$ cat config.mk
export PLATFORM = sky130hd
export DESIGN_NAME = writeback_arbiter
export DESIGN_NICKNAME = d
export VERILOG_FILES = /design/src/rtl/writeback_arbiter.sv
export SDC_FILE = /design/constraint.sdc
export NUM_CORES = 1
export LEC_CHECK = 0
export BUFFER_PORTS_ARGS = -buffer_cell sky130_fd_sc_hd__buf_4
export CORE_ASPECT_RATIO = 0.7
export CORE_MARGIN = 2
export CORE_UTILIZATION = 47
export CTS_BUF_LIST = sky130_fd_sc_hd__clkbuf_4 sky130_fd_sc_hd__clkbuf_8 sky130_fd_sc_hd__clkbuf_16
export DETAILED_ROUTE_END_ITERATION = 6
export GPL_ROUTABILITY_DRIVEN = 0
export GPL_TIMING_DRIVEN = 1
export MAX_ROUTING_LAYER = met4
export PLACE_DENSITY = 0.82
export SYNTH_ARGS = -nofsm -noshare
export SYNTH_HDL_FRONTEND = slang
export SYNTH_SLANG_ARGS = --single-unit
$ cat constraint.sdc
create_clock -name clk -period 3.3 [get_ports clk]
set_clock_uncertainty 0.2 [all_clocks]
set_input_delay 0.66 -clock clk [delete_from_list [all_inputs] [get_ports clk]]
set_output_delay 0.66 -clock clk [all_outputs]
set_load 0.01 [all_outputs]
$ cat src/rtl/writeback_arbiter.sv
// -----------------------------------------------------------------------------
// writeback_arbiter
//
// Collects finished results from N_PORTS functional-unit ports, picks one per
// cycle in round-robin order, and drives it through a single registered stage
// onto the regbank write port and the issue-logic wakeup broadcast.
//
// The regbank always accepts, so there is never backpressure: at most one port
// is granted per cycle and the grant is purely a function of the valids and the
// round-robin pointer.
//
// Tag 0 is the null destination: such results are accepted (and advance the
// pointer) but never produce a write or a wakeup. A flush accepts the transfer
// of the same cycle but discards it at the output stage.
//
// Optional build: define WB_STALL_CNT_EN to add per-port stall counters
// (stall_count_o) and a total accepted-transfer counter (grant_count_o).
// -----------------------------------------------------------------------------
module writeback_arbiter #(
  parameter int N_PORTS = 4,
  parameter int DWIDTH  = 32,
  parameter int AWIDTH  = 7
) (
  input  logic                            clk,
  input  logic                            reset,
  input  logic                            flush,
  input  logic [N_PORTS-1:0][DWIDTH-1:0]  result_data_i,
  input  logic [N_PORTS-1:0][AWIDTH-1:0]  result_tag_i,
  input  logic [N_PORTS-1:0]              result_valid_i,
  output logic [N_PORTS-1:0]              result_ready_o,
  output logic [DWIDTH-1:0]               write_data,
  output logic [AWIDTH-1:0]               write_address,
  output logic                            wakeup_valid_o,
  output logic [AWIDTH-1:0]               wakeup_tag_o
`ifdef WB_STALL_CNT_EN
  ,
  output logic [N_PORTS-1:0][15:0]        stall_count_o,
  output logic [31:0]                     grant_count_o
`endif
);

  // Pointer width; the scan index carries one extra bit so ptr + offset never
  // overflows before the wrap-around subtraction.
  localparam int PW = (N_PORTS > 1) ? $clog2(N_PORTS) : 1;

  // ---------------------------------------------------------------------------
  // State
  // ---------------------------------------------------------------------------
  logic [PW-1:0]     rr_ptr_q,         rr_ptr_d;
  logic [DWIDTH-1:0] write_data_q,     write_data_d;
  logic [AWIDTH-1:0] write_address_q,  write_address_d;
  logic              wakeup_valid_q,   wakeup_valid_d;
  logic [AWIDTH-1:0] wakeup_tag_q,     wakeup_tag_d;

`ifdef WB_STALL_CNT_EN
  logic [N_PORTS-1:0][15:0] stall_count_q, stall_count_d;
  logic [31:0]              grant_count_q, grant_count_d;
`endif

  // ---------------------------------------------------------------------------
  // Arbitration results
  // ---------------------------------------------------------------------------
  logic              grant_found;
  logic [PW-1:0]     grant_idx;
  logic [DWIDTH-1:0] grant_data;
  logic [AWIDTH-1:0] grant_tag;
  logic              do_write;

  // Round-robin scan: first valid port at or after the pointer, wrapping.
  always_comb begin
    logic [PW:0] scan_idx;
    // NOTE: every variable gets a default before any conditional update so no
    // path leaves it unassigned and no latch is inferred.
    grant_found = 1'b0;
    grant_idx   = '0;
    scan_idx    = '0;
    for (int i = 0; i < N_PORTS; i++) begin
      scan_idx = {1'b0, rr_ptr_q} + (PW+1)'(i);
      if (scan_idx >= (PW+1)'(N_PORTS)) begin
        scan_idx = scan_idx - (PW+1)'(N_PORTS);
      end
      if (!grant_found && result_valid_i[scan_idx[PW-1:0]]) begin
        grant_found = 1'b1;
        grant_idx   = scan_idx[PW-1:0];
      end
    end
    // No port may be told it was accepted while the block is held in reset.
    if (reset) begin
      grant_found = 1'b0;
    end
  end

  // One-hot ready and selection of the winning port's payload.
  always_comb begin
    result_ready_o = '0;
    if (grant_found) begin
      result_ready_o[grant_idx] = 1'b1;
    end
    grant_data = result_data_i[grant_idx];
    grant_tag  = result_tag_i[grant_idx];
  end

  // Next pointer: one past the winner, holding when nothing is granted.
  always_comb begin
    rr_ptr_d = rr_ptr_q;
    if (grant_found) begin
      if (grant_idx == PW'(N_PORTS - 1)) begin
        rr_ptr_d = '0;
      end else begin
        rr_ptr_d = grant_idx + PW'(1);
      end
    end
  end

  // Output stage next values. Only an effective write (accepted, not flushed,
  // non-null tag) refreshes the data/tag holding registers, so write_data and
  // wakeup_tag_o always show the last value actually written.
  always_comb begin
    do_write        = grant_found && !flush && (grant_tag != '0);
    write_address_d = do_write ? grant_tag : '0;
    wakeup_valid_d  = do_write;
    write_data_d    = do_write ? grant_data : write_data_q;
    wakeup_tag_d    = do_write ? grant_tag  : wakeup_tag_q;
  end

`ifdef WB_STALL_CNT_EN
  // Stall counters saturate; the grant counter counts every accepted transfer
  // (including null-tag and flushed ones) and wraps naturally.
  always_comb begin
    stall_count_d = stall_count_q;
    for (int k = 0; k < N_PORTS; k++) begin
      if (result_valid_i[k] && !result_ready_o[k] &&
          (stall_count_q[k] != 16'hFFFF)) begin
        stall_count_d[k] = stall_count_q[k] + 16'd1;
      end
    end
    grant_count_d = grant_count_q + (grant_found ? 32'd1 : 32'd0);
  end
`endif

  // Registered stage with asynchronous clear; an in-flight result is lost.
  always_ff @(posedge clk or posedge reset) begin
    if (reset) begin
      rr_ptr_q        <= '0;
      write_data_q    <= '0;
      write_address_q <= '0;
      wakeup_valid_q  <= 1'b0;
      wakeup_tag_q    <= '0;
`ifdef WB_STALL_CNT_EN
      stall_count_q   <= '0;
      grant_count_q   <= '0;
`endif
    end else begin
      // NOTE: non-blocking assignments so every flop samples the pre-edge
      // values regardless of statement order.
      rr_ptr_q        <= rr_ptr_d;
      write_data_q    <= write_data_d;
      write_address_q <= write_address_d;
      wakeup_valid_q  <= wakeup_valid_d;
      wakeup_tag_q    <= wakeup_tag_d;
`ifdef WB_STALL_CNT_EN
      stall_count_q   <= stall_count_d;
      grant_count_q   <= grant_count_d;
`endif
    end
  end

  assign write_data     = write_data_q;
  assign write_address  = write_address_q;
  assign wakeup_valid_o = wakeup_valid_q;
  assign wakeup_tag_o   = wakeup_tag_q;
`ifdef WB_STALL_CNT_EN
  assign stall_count_o  = stall_count_q;
  assign grant_count_o  = grant_count_q;
`endif

endmodule

# ---- Word-level counts from Yosys, hierarchy flattened
# Cells that the tools add are included.
dict set report totals {
  regBits 49
  in_bits 163
  out_inout_bits 51
  word_cells 65
}
dict set report classes {
  n_addsub 8
  magnitude_cmp 10
  n_eq_ne 1
  n_mux 30
  reduce_logical 11
}
# cell count
set ops {}
lappend ops {{binary-select mux 32 bit (select 2 bit)} 1}
lappend ops {{2-to-1 mux 32 bit} 1}
lappend ops {{2-to-1 mux 2 bit} 9}
lappend ops {{less-than comparator 2 x 3 -> 1 bit (second input constant)} 5}
lappend ops {{binary-select mux 7 bit (select 2 bit)} 1}
lappend ops {{2-to-1 mux 7 bit} 2}
lappend ops {{2-to-1 mux 1 bit} 10}
lappend ops {{greater-or-equal comparator 3 bit (second input constant)} 3}
lappend ops {{binary-select mux 1 bit (select 2 bit)} 4}
lappend ops {{subtractor 2 x 1 -> 2 bit (second input constant)} 4}
lappend ops {{nonzero test 7 bit} 1}
lappend ops {{adder 2 x 2 -> 3 bit (second input constant)} 2}
lappend ops {{logical AND 1 bit} 6}
lappend ops {{logical NOT 1 bit} 4}
lappend ops {{2-to-1 mux 4 bit} 1}
lappend ops {{adder 2 x 1 -> 3 bit (second input constant)} 1}
lappend ops {{greater-or-equal comparator 2 x 3 -> 1 bit (second input constant)} 1}
lappend ops {{adder 2 x 1 -> 2 bit (second input constant)} 1}
lappend ops {{demux 1 bit (select 2 bit)} 1}
lappend ops {{== test 2 bit (second input constant)} 1}
lappend ops {{greater-or-equal comparator 2 x 1 -> 1 bit (second input constant)} 1}

# ---- Logic depth before layout (Yosys ltp)
# Gate-level depths: netlist of the first run.
dict set report depth {
  ltp_word 19
  ltp_mapped 11
  mapped_depth_nobuf 8
}

# ---- Worst setup path after synthesis of the first run
# No wires, ideal clock.
dict set report synth_path {
  kind {in2out}
  start {input port result_valid_i[0]}
  end {output port result_ready_o[0]}
  t_arrival_ps 2145
  required_ps 2440
  setup_slack_ps 295
  stages 8
  n_path_buf 2
  path_cell_list {and2_4 -> and2_4 -> nor3_4 -> inv_4 -> clkbuf_1 -> clkbuf_1 -> ha_1 -> and2_1}
}
dict set report synth_between {
  elab_chain_len 17
  word_cells_on_any_way 29
  cone_classes {order compare (2); mux (20); reduce/logical (7)}
}
# item line
set synth_rtl {}
lappend synth_rtl {{from (decl)} 29} ;# input logic [N_PORTS-1:0] result_valid_i,
lappend synth_rtl {{binary-select mux 1 bit (select 2 bit)} 82} ;# if (!grant_found && result_valid_i[scan_idx[PW-1:0]]) begin
lappend synth_rtl {{2-to-1 mux 1 bit (not written as such)} 82}
lappend synth_rtl {{2-to-1 mux 1 bit} 82}
lappend synth_rtl {{logical NOT 1 bit} 82}
lappend synth_rtl {{logical AND 1 bit} 82}
lappend synth_rtl {{2-to-1 mux 1 bit} 82}
lappend synth_rtl {{logical NOT 1 bit} 82}
lappend synth_rtl {{logical AND 1 bit} 82}
lappend synth_rtl {{2-to-1 mux 1 bit} 82}
lappend synth_rtl {{logical NOT 1 bit} 82}
lappend synth_rtl {{logical AND 1 bit} 82}
lappend synth_rtl {{2-to-1 mux 2 bit} 82}
lappend synth_rtl {{less-than comparator 2 x 3 -> 1 bit (not written as such) / greater-or-equal comparator 2 x 1 -> 1 bit (equally long branches)} 97} ;# result_ready_o[grant_idx] = 1'b1;
lappend synth_rtl {{logical AND 1 bit (not written as such)} 97}
lappend synth_rtl {{2-to-1 mux 1 bit (not written as such)} 97}
lappend synth_rtl {{demux 1 bit (select 2 bit)} 97}
lappend synth_rtl {{2-to-1 mux 4 bit *} 96} ;# if (grant_found) begin
lappend synth_rtl {{to (decl)} 30} ;# output logic [N_PORTS-1:0] result_ready_o,
# Every way passes the cells marked *; elsewhere a longest branch is shown, timed or not. The select of a mux whose other input is x is not followed.

# ---- Worst setup path in the final report of the first run
dict set report layout_path {
  start {input port result_valid_i[1]}
  end {register wakeup_tag_q[6] (netlist: wakeup_tag_o[6])}
}
dict set report layout_between {
  elab_chain_len 16
  word_cells_on_any_way 28
  cone_classes {mux (19); reduce/logical (9)}
}
# item line
set layout_rtl {}
lappend layout_rtl {{binary-select mux 1 bit (select 2 bit)} 82}
lappend layout_rtl {{2-to-1 mux 1 bit (not written as such)} 82}
lappend layout_rtl {{2-to-1 mux 1 bit} 82}
lappend layout_rtl {{logical NOT 1 bit} 82}
lappend layout_rtl {{logical AND 1 bit} 82}
lappend layout_rtl {{2-to-1 mux 1 bit} 82}
lappend layout_rtl {{logical NOT 1 bit} 82}
lappend layout_rtl {{logical AND 1 bit} 82}
lappend layout_rtl {{2-to-1 mux 1 bit} 82}
lappend layout_rtl {{logical NOT 1 bit} 82}
lappend layout_rtl {{logical AND 1 bit} 82}
lappend layout_rtl {{2-to-1 mux 2 bit} 82}
lappend layout_rtl {{binary-select mux 7 bit (select 2 bit)} 100} ;# grant_tag = result_tag_i[grant_idx];
lappend layout_rtl {{2-to-1 mux 7 bit (not written as such)} 100}
lappend layout_rtl {{nonzero test 7 bit} 119} ;# do_write = grant_found && !flush && (grant_tag != '0);
lappend layout_rtl {{logical AND 1 bit} 119}
lappend layout_rtl {{to (signal assigned)} 160} ;# wakeup_tag_q <= wakeup_tag_d;
lappend layout_rtl {{to (decl)} 53} ;# logic [AWIDTH-1:0] wakeup_tag_q, wakeup_tag_d;
# Parallel ways exist; a longest one is shown, timed or not. The select of a mux whose other input is x is not followed.
# A chain may end at the register's enable or synchronous reset.

==> results.cfg, run 1 <==
[timing]
max_slew.worst_pin.slew_ns = 0.648
min_period_over_period_pct = 93.8
min_period_ns = 3.09
slew_headroom_pct = 56.7
whs_ns = 0.180
hold_viol = 0
rsz0062_at_grt = false
setup_tns_ns = 0
slew_violations = 0
max_freq_mhz = 323
setup_viol = 0

[power_and_ir_drop]
p_leak_uw = 0.00283
powerDensity_mw_per_mm2 = 632
ir_worst_vdd_v = 0.000286

[setup_path]
worst_ep_required_time_ns = 3.29
crit_type = in -> reg
r2r_setup_slack_ns = 0.23
r2r_end = wakeup_tag_o[6]$_DFFE_PP0P_
r2r-start = rr_ptr_q[1]$_DFFE_PP0P_
crit_chain = buf_4 -> nand2b_1 -> o211a_2 -> nor2_4 -> inv_2 -> a211oi_1 -> o22a_1 -> buf_4 -> nand3_1 -> o21ai_0
cp_max_fo = 36
crit_family = compound AO/OA/AOI/OAI gates
cp-start-kind = input pin
cp.arrival_ns = 3.08
max_stage_delay_ns = 0.37
path_depth = 10
crit_buf_inv = 3
timing.critical_path.mode_cell = buf_4
cpMaxStageDelayCell = buf_4
cp-end-kind = flip-flop
ff2ff_path_depth = 9

[synthesis]
syn_avg_cell_area_um2 = 9.27
synth_edf_count = 0
ys_seq_area_share_pct = 29.2
synth_warnings = 0
synthArstFlopShare_pct = 100
netlist_instances = 453
syn_area_mm2 = 0.00420
ys.flop_type = dfrtp_1
yosys.cell_types.count = 43
ys_seq_elements = 49
syn_nets = 620

[clock_network]
htree_num_levels = 2
cts_tree = yes
clockBufferDepth = 2
ctsHoldBuffers = 0
cts_setup_buffers = 0
cts-resized-gates = 0
clk_latency_ns = 0.28
cts-root-buf = clkbuf_16
clkSlewWorstSetupHoldPaths_ns = 0.06
clock_sinks = 49
numCtsBuffers = 5

[placement]
dpl.hpwl_um = 9940
numPortBuffers = 213

[die]
dieArea_mm2 = 0.00972
row_count = 28
fp.dieH_um = 83.1
io-pin-count = 214
initial_core_util_pct = 49.1
core_mm2 = 0.00855
dieWidth_um = 117

[outcome]
status = complete, no violations

[route]
totalWireLength_um = 13200
postRouteAntennaNets = 0
drt-initial-drc-count = 321
viasPerCell = 5.71
dr_total_vias = 4360
drt_first_pass_iters = 5
wl_per_cell_um = 17.3
drc = 0

[layout]
syn_to_final_growth_pct = 43.6
nets = 809
antenna_cells = 0
layout.filler_cells = 684
drive_gt1_share_pct = 48.7

[grt]
grt_pass1_vias = 4393
grt-busiest-layer = met2
grt_pass1_wl_um = 21100
met2_usage_pct = 45.8
grt_overflow = 0
grt_max_degree = 41
grt_antenna_before_repair = 0
grtUsageMet1_pct = 35.7
track_usage_pct = 27.6
met3_usage_pct = 3.28

[job]
max_cap_viol_count = 0

[min_path]
hold_path_class = in -> async
==> cell usage in the layout, fill, tap and decap left out, types with 8 or more instances in the layout <==
master    instances
mux2_2           33
nand3_1          13
a21boi_0         32
a211oi_1          8
and3_1            8
nand2_1          39
a41oi_1          32
dfrtp_1          49
mux2i_1          33
and2_1           36
o21ai_0          42
o31ai_2          29
buf_4           226
==> where the power goes <==
part / switching (uW) / internal (uW) / total, uW / leakage (uW)
clock: 210 / 387 / 597 / 0.0000875
combinational: 1220 / 1050 / 2270 / 0.00213
sequential: 151 / 794 / 944 / 0.000607
==> synthesized netlist by cell type, drive strengths merged, types with 3 or more instances <==
cell | number | area share (%)
nor3 | 5 | 0.86
a21oi | 6 | 0.71
o21ai | 42 | 5.0
nand3 | 13 | 1.5
ha | 4 | 1.2
buf | 22 | 3.9
clkbuf | 25 | 2.2
a21o | 3 | 0.54
a41oi | 32 | 6.7
o31ai | 32 | 9.2
nand2b | 3 | 0.45
and2 | 38 | 5.8
a21boi | 32 | 5.7
nand2 | 39 | 3.5
nor2 | 8 | 0.89
and3 | 8 | 1.2
mux2 | 33 | 8.8
a211oi | 8 | 1.4
mux2i | 33 | 7.9
dfrtp | 49 | 29
inv | 4 | 0.42
==> final cells by class <==
cell class	instances	area, um^2	area share, %
clock buffers	7	146	2.43
well taps	120	150	2.49
inverters	4	17.5	0.290
flip-flops and latches	49	1230	20.3
clock inverters	1	30.0	0.498
repair buffers	229	1760	29.1
multi-input cells	353	2710	44.9
==> worst reg2reg max path: stages (launching register included) <==
cell	delay, ns
dfrtp_1	0.46
and2_4	0.21
o211a_2	0.32
nor2_4	0.23
inv_2	0.15
a211oi_1	0.36
o22a_1	0.24
buf_4	0.37
nand3_1	0.21
o21ai_0	0.24
==> cell families after synthesis <==
group / Yosys count / share of synthesized area, %
buf+inv: 51 / 6.55
flops: 49 / 29.2
mux: 66 / 16.7
compound gates: 165 / 31.5
simple gates: 118 / 14.9
fa+ha+maj: 4 / 1.19
==> stage by stage <==
| step | utilization (%) | instances | total power (uW) | setup WS [ns] | area (um^2) |
|---|---|---|---|---|---|
| after global placement | 68.5 | 755 | 3130 | 0.251 | 5860 |
| final | 70.6 | 763 | 3810 | 0.206 | 6030 |
| after global routing | 70.6 | 763 | 4070 | 0.0656 | 6030 |
| after CTS | 70.6 | 763 | 3810 | 0.272 | 6030 |
| after floorplan | - | 453 | 2390 | 0.295 | 4200 |
| after detailed placement | 68.5 | 755 | 3210 | 0.00819 | 5860 |
==> metal layers <==
| layer | wire, um | share of wire, % |
|---|---|---|
| met5 | 0 | 0 |
| met4 | 180 | 1.4 |
| met3 | 741 | 5.6 |
| met2 | 6520 | 49 |
| met1 | 5770 | 44 |
==> registers in the layout, indices dropped and copies added, names as in the netlist <==
signal and flops:
write_data 32, wakeup_tag_o 7, write_address 7, rr_ptr_q 2, wakeup_valid_o 1
==> how the worst max path moves through the flow <==
stage / from / endpoint / slack, ns
floorplan: result_valid_i[0] / result_ready_o[0] / 0.29
global placement: result_valid_i[1] / wakeup_tag_o[0]$_DFFE_PP0P_ / 0.25
detailed placement: result_valid_i[1] / wakeup_tag_o[6]$_DFFE_PP0P_ / 0.008
CTS: result_valid_i[1] / wakeup_tag_o[6]$_DFFE_PP0P_ / 0.27
global route: rr_ptr_q[1]$_DFFE_PP0P_ / wakeup_tag_o[6]$_DFFE_PP0P_ / 0.07
finish: result_valid_i[1] / wakeup_tag_o[6]$_DFFE_PP0P_ / 0.21
(Power assumes the default switching activity.)
==> run 2, diff against run 1 <==
ABC_AREA = 1   (was default)
CORE_UTILIZATION = 44   (was 47)
PLACE_DENSITY = 0.81   (was 0.82)
==> run 2 against run 1 <==
Global-route usage down 1.4 points. Non-clock buffer count grew 5. First-iteration DRC count decreased by 34%. Sequential share of layout area rose by 2.2 points. Clock power is 16% lower. Synthesized cell count grew 16%. Critical path type is now reg -> out. Wire length shrank 10%. Combinational power increased by 130%. Count of clock-buffer cells in the layout fell by 1. Core utilization down 1.2 points.
==> results.cfg, run 2 <==
[setup_path]
crit_chain = buf_4 -> nand2_1 -> nand3_1 -> nand2_1 -> nor2_4 -> nand3_2 -> nand3_4 -> buf_12 -> inv_2 -> ha_1 -> inv_1 -> nor2_1 -> buf_4
critPathLaunch = rr_ptr_q[0]$_DFFE_PP0P_
crit_buf_inv = 5
cp-end-kind = output port
cp-start-kind = flip-flop
cpMaxStageDelayCell = dfrtp_2
ff2ff_path_depth = 19
cp.arrival_ns = 2.33
worst_ep_required_time_ns = 2.44
cp_max_fo = 26
r2r_setup_slack_ns = 0.31
r2r-start = rr_ptr_q[0]$_DFFE_PP0P_
crit_type = reg -> out
crit_family = simple AND/OR/NAND/NOR gates
max_stage_delay_ns = 0.46
r2r_end = wakeup_tag_o[1]$_DFFE_PP0P_

[die]
initial_core_util_pct = 45.5
fp.dieH_um = 79.5
row_count = 27
dieArea_mm2 = 0.00889
core_mm2 = 0.00787
io-pin-count = 214
dieWidth_um = 112

[route]
wl_met2_um = 5750
drt-initial-drc-count = 211
drt_first_pass_iters = 5
wl_per_cell_um = 14.4
drt-met1-wl_um = 5020
dr_total_vias = 4315
viasPerCell = 5.22
postRouteAntennaNets = 0
totalWireLength_um = 11900
drc = 0
top_layer_used = met4
route.met3.wl_um = 1010

[timing]
max_slew.worst_pin.slew_ns = 0.612
slew_violations = 0
min_period_over_period_pct = 96.8
setup_viol = 0
slew_headroom_pct = 59.2
hold_viol = 0
min_period_ns = 3.19
max_freq_mhz = 313

[synthesis]
synth.largest_area_cell = dfrtp_1
ys_seq_area_share_pct = 34.2
synth_edf_count = 0
ys_seq_elements = 49
yosys.cell_types.count = 25
syn_nets = 691
synth_area_leaders = dfrtp_1, nand2_1, a21oi_1
synth_warnings = 0
yosysMostFrequentCell = nand2_1
yosysTopAreaCellShare_pct = 34.2
syn_area_mm2 = 0.00358
ys.flop_type = dfrtp_1
netlist_instances = 524
syn_avg_cell_area_um2 = 6.84
synthArstFlopShare_pct = 100
synth_commonest_cells = nand2_1, a21oi_1, dfrtp_1

[power_and_ir_drop]
ir_worst_vdd_v = 0.000701
powerDensity_mw_per_mm2 = 1270
p_leak_uw = 0.00307

[min_path]
hold_path_class = reg -> reg
holdPathEnd = write_data[12]$_DFFE_PP0P_
hp-start = write_data[12]$_DFFE_PP0P_
hold_path_depth = 2

[placement]
numPortBuffers = 213
dpl.hpwl_um = 9100
postPlaceCellArea_mm2 = 0.00522
place_inst = 813

[grt]
grt_antenna_before_repair = 0
grt_pass1_vias = 4103
grt_max_degree = 53
track_usage_pct = 26.3
grt_overflow = 0
grt_pass1_wl_um = 18800

[layout]
layoutNonFillerInstCount = 826
layout.filler_cells = 648
layout_common_cells = buf_4, nand2_1, a21oi_1
drive_gt1_share_pct = 37.8
nets = 892
multi_input_area_mm2 = 0.00200
seq_area_mm2 = 0.00123
syn_to_final_growth_pct = 52.4
design_area_mm2 = 0.00546
final_common_cell = buf_4
largest_reg_flops = 32
antenna_cells = 0

[clock_network]
clk_latency_ns = 0.28
clockBufferDepth = 2
clock_sinks = 49
clkSlewWorstSetupHoldPaths_ns = 0.06
cts_tree = yes
numCtsBuffers = 5
ctsHoldBuffers = 0
htree_num_levels = 2
cts-root-buf = clkbuf_16

[outcome]
status = complete, no violations

[job]
max_cap_viol_count = 0
run 2: cell types whose count changed in the layout (fill, tap and decap cells not counted), moves of 13 or more:
cell | previous run | this run
a21boi_0 | 32 | 0
a21oi_1 | 6 | 64
a22oi_1 | 0 | 32
a41oi_1 | 32 | 0
and2_1 | 36 | 0
inv_1 | 1 | 28
mux2_2 | 33 | 0
mux2i_1 | 33 | 0
nand2_1 | 39 | 204
nand3_1 | 13 | 46
nand3_2 | 0 | 13
o21ai_0 | 42 | 3
o31ai_2 | 29 | 0
run 2: through the flow:
| step | setup slack (ns) | power (uW) | hold WS, ns | util [%] | TNS (ns) |
|---|---|---|---|---|---|
| after floorplan | 0.155 | 4710 | 0.307 | - | 0 |
| after global placement | 0.201 | 5990 | 0.255 | 66.3 | 0 |
| after detailed placement | 0.0818 | 6090 | 0.260 | 66.3 | 0 |
| after CTS | 0.00594 | 6610 | 0.276 | 68.2 | 0 |
| after global routing | -0.0166 | 7580 | 0.295 | 69.3 | -0.0320 |
| final | 0.107 | 6920 | 0.273 | 69.3 | 0 |
run 2: kinds of logic after synthesis:
group | count (synthesis) | share of synthesized area, %
DFF | 49 | 34.2
AOI/OAI and AO/OA | 102 | 16.6
and+or+nand+nor | 296 | 37.4
adders and majority gates | 4 | 1.40
buffers and inverters | 73 | 10.4
run 2: worst max-delay path by stage:
stage / endpoint / slack, ns / cells after the start
2_1_floorplan: result_ready_o[0] / 0.16 / 3
3_3_place_gp: write_data[9]$_DFFE_PP0P_ / 0.20 / 19
3_5_place_dp: wakeup_tag_o[2]$_DFFE_PP0P_ / 0.08 / 19
4_1_cts: result_ready_o[2] / 0.006 / 12
5_1_grt: result_ready_o[1] / -0.02 / 14
6_report: result_ready_o[3] / 0.11 / 13
run 2: layout make-up:
class                           count  share of cell area [%]
Inverter                           33                    2.41
Sequential cell                    49                    22.5
Clock buffer                        6                    2.54
Tap cell                          101                    2.32
Multi-Input combinational cell    402                    36.7
Clock inverter                      1                   0.138
Timing Repair Buffer              234                    33.4
run 2: routing by layer:
layer	GRT usage, %	vias to the layer above
met4	4.44	0
li1	-	2131
met5	-	-
met1	33.5	1985
met3	5.16	8
met2	44.5	191
run 2: power by group:
group / leakage (uW) / internal, uW / total (uW) / switching [uW]
Combinational: 0.00238 / 2150 / 5330 / 3180
Sequential: 0.000614 / 901 / 1090 / 186
Clock: 0.0000690 / 297 / 500 / 203
Total: 0.00307 / 3340 / 6920 / 3570
run 2: tightest hold or removal path, cell delays in order (launching register included):
cell and delay [ns]:
dfrtp_1 0.34, nand2_1 0.05, nand2_1 0.05
run 2: timing repair:
item / 4_1_cts / 5_1_grt
endpoints found under the setup margin: 0 / 44
buffers inserted: 0 / 5
gates resized for setup: 0 / 5
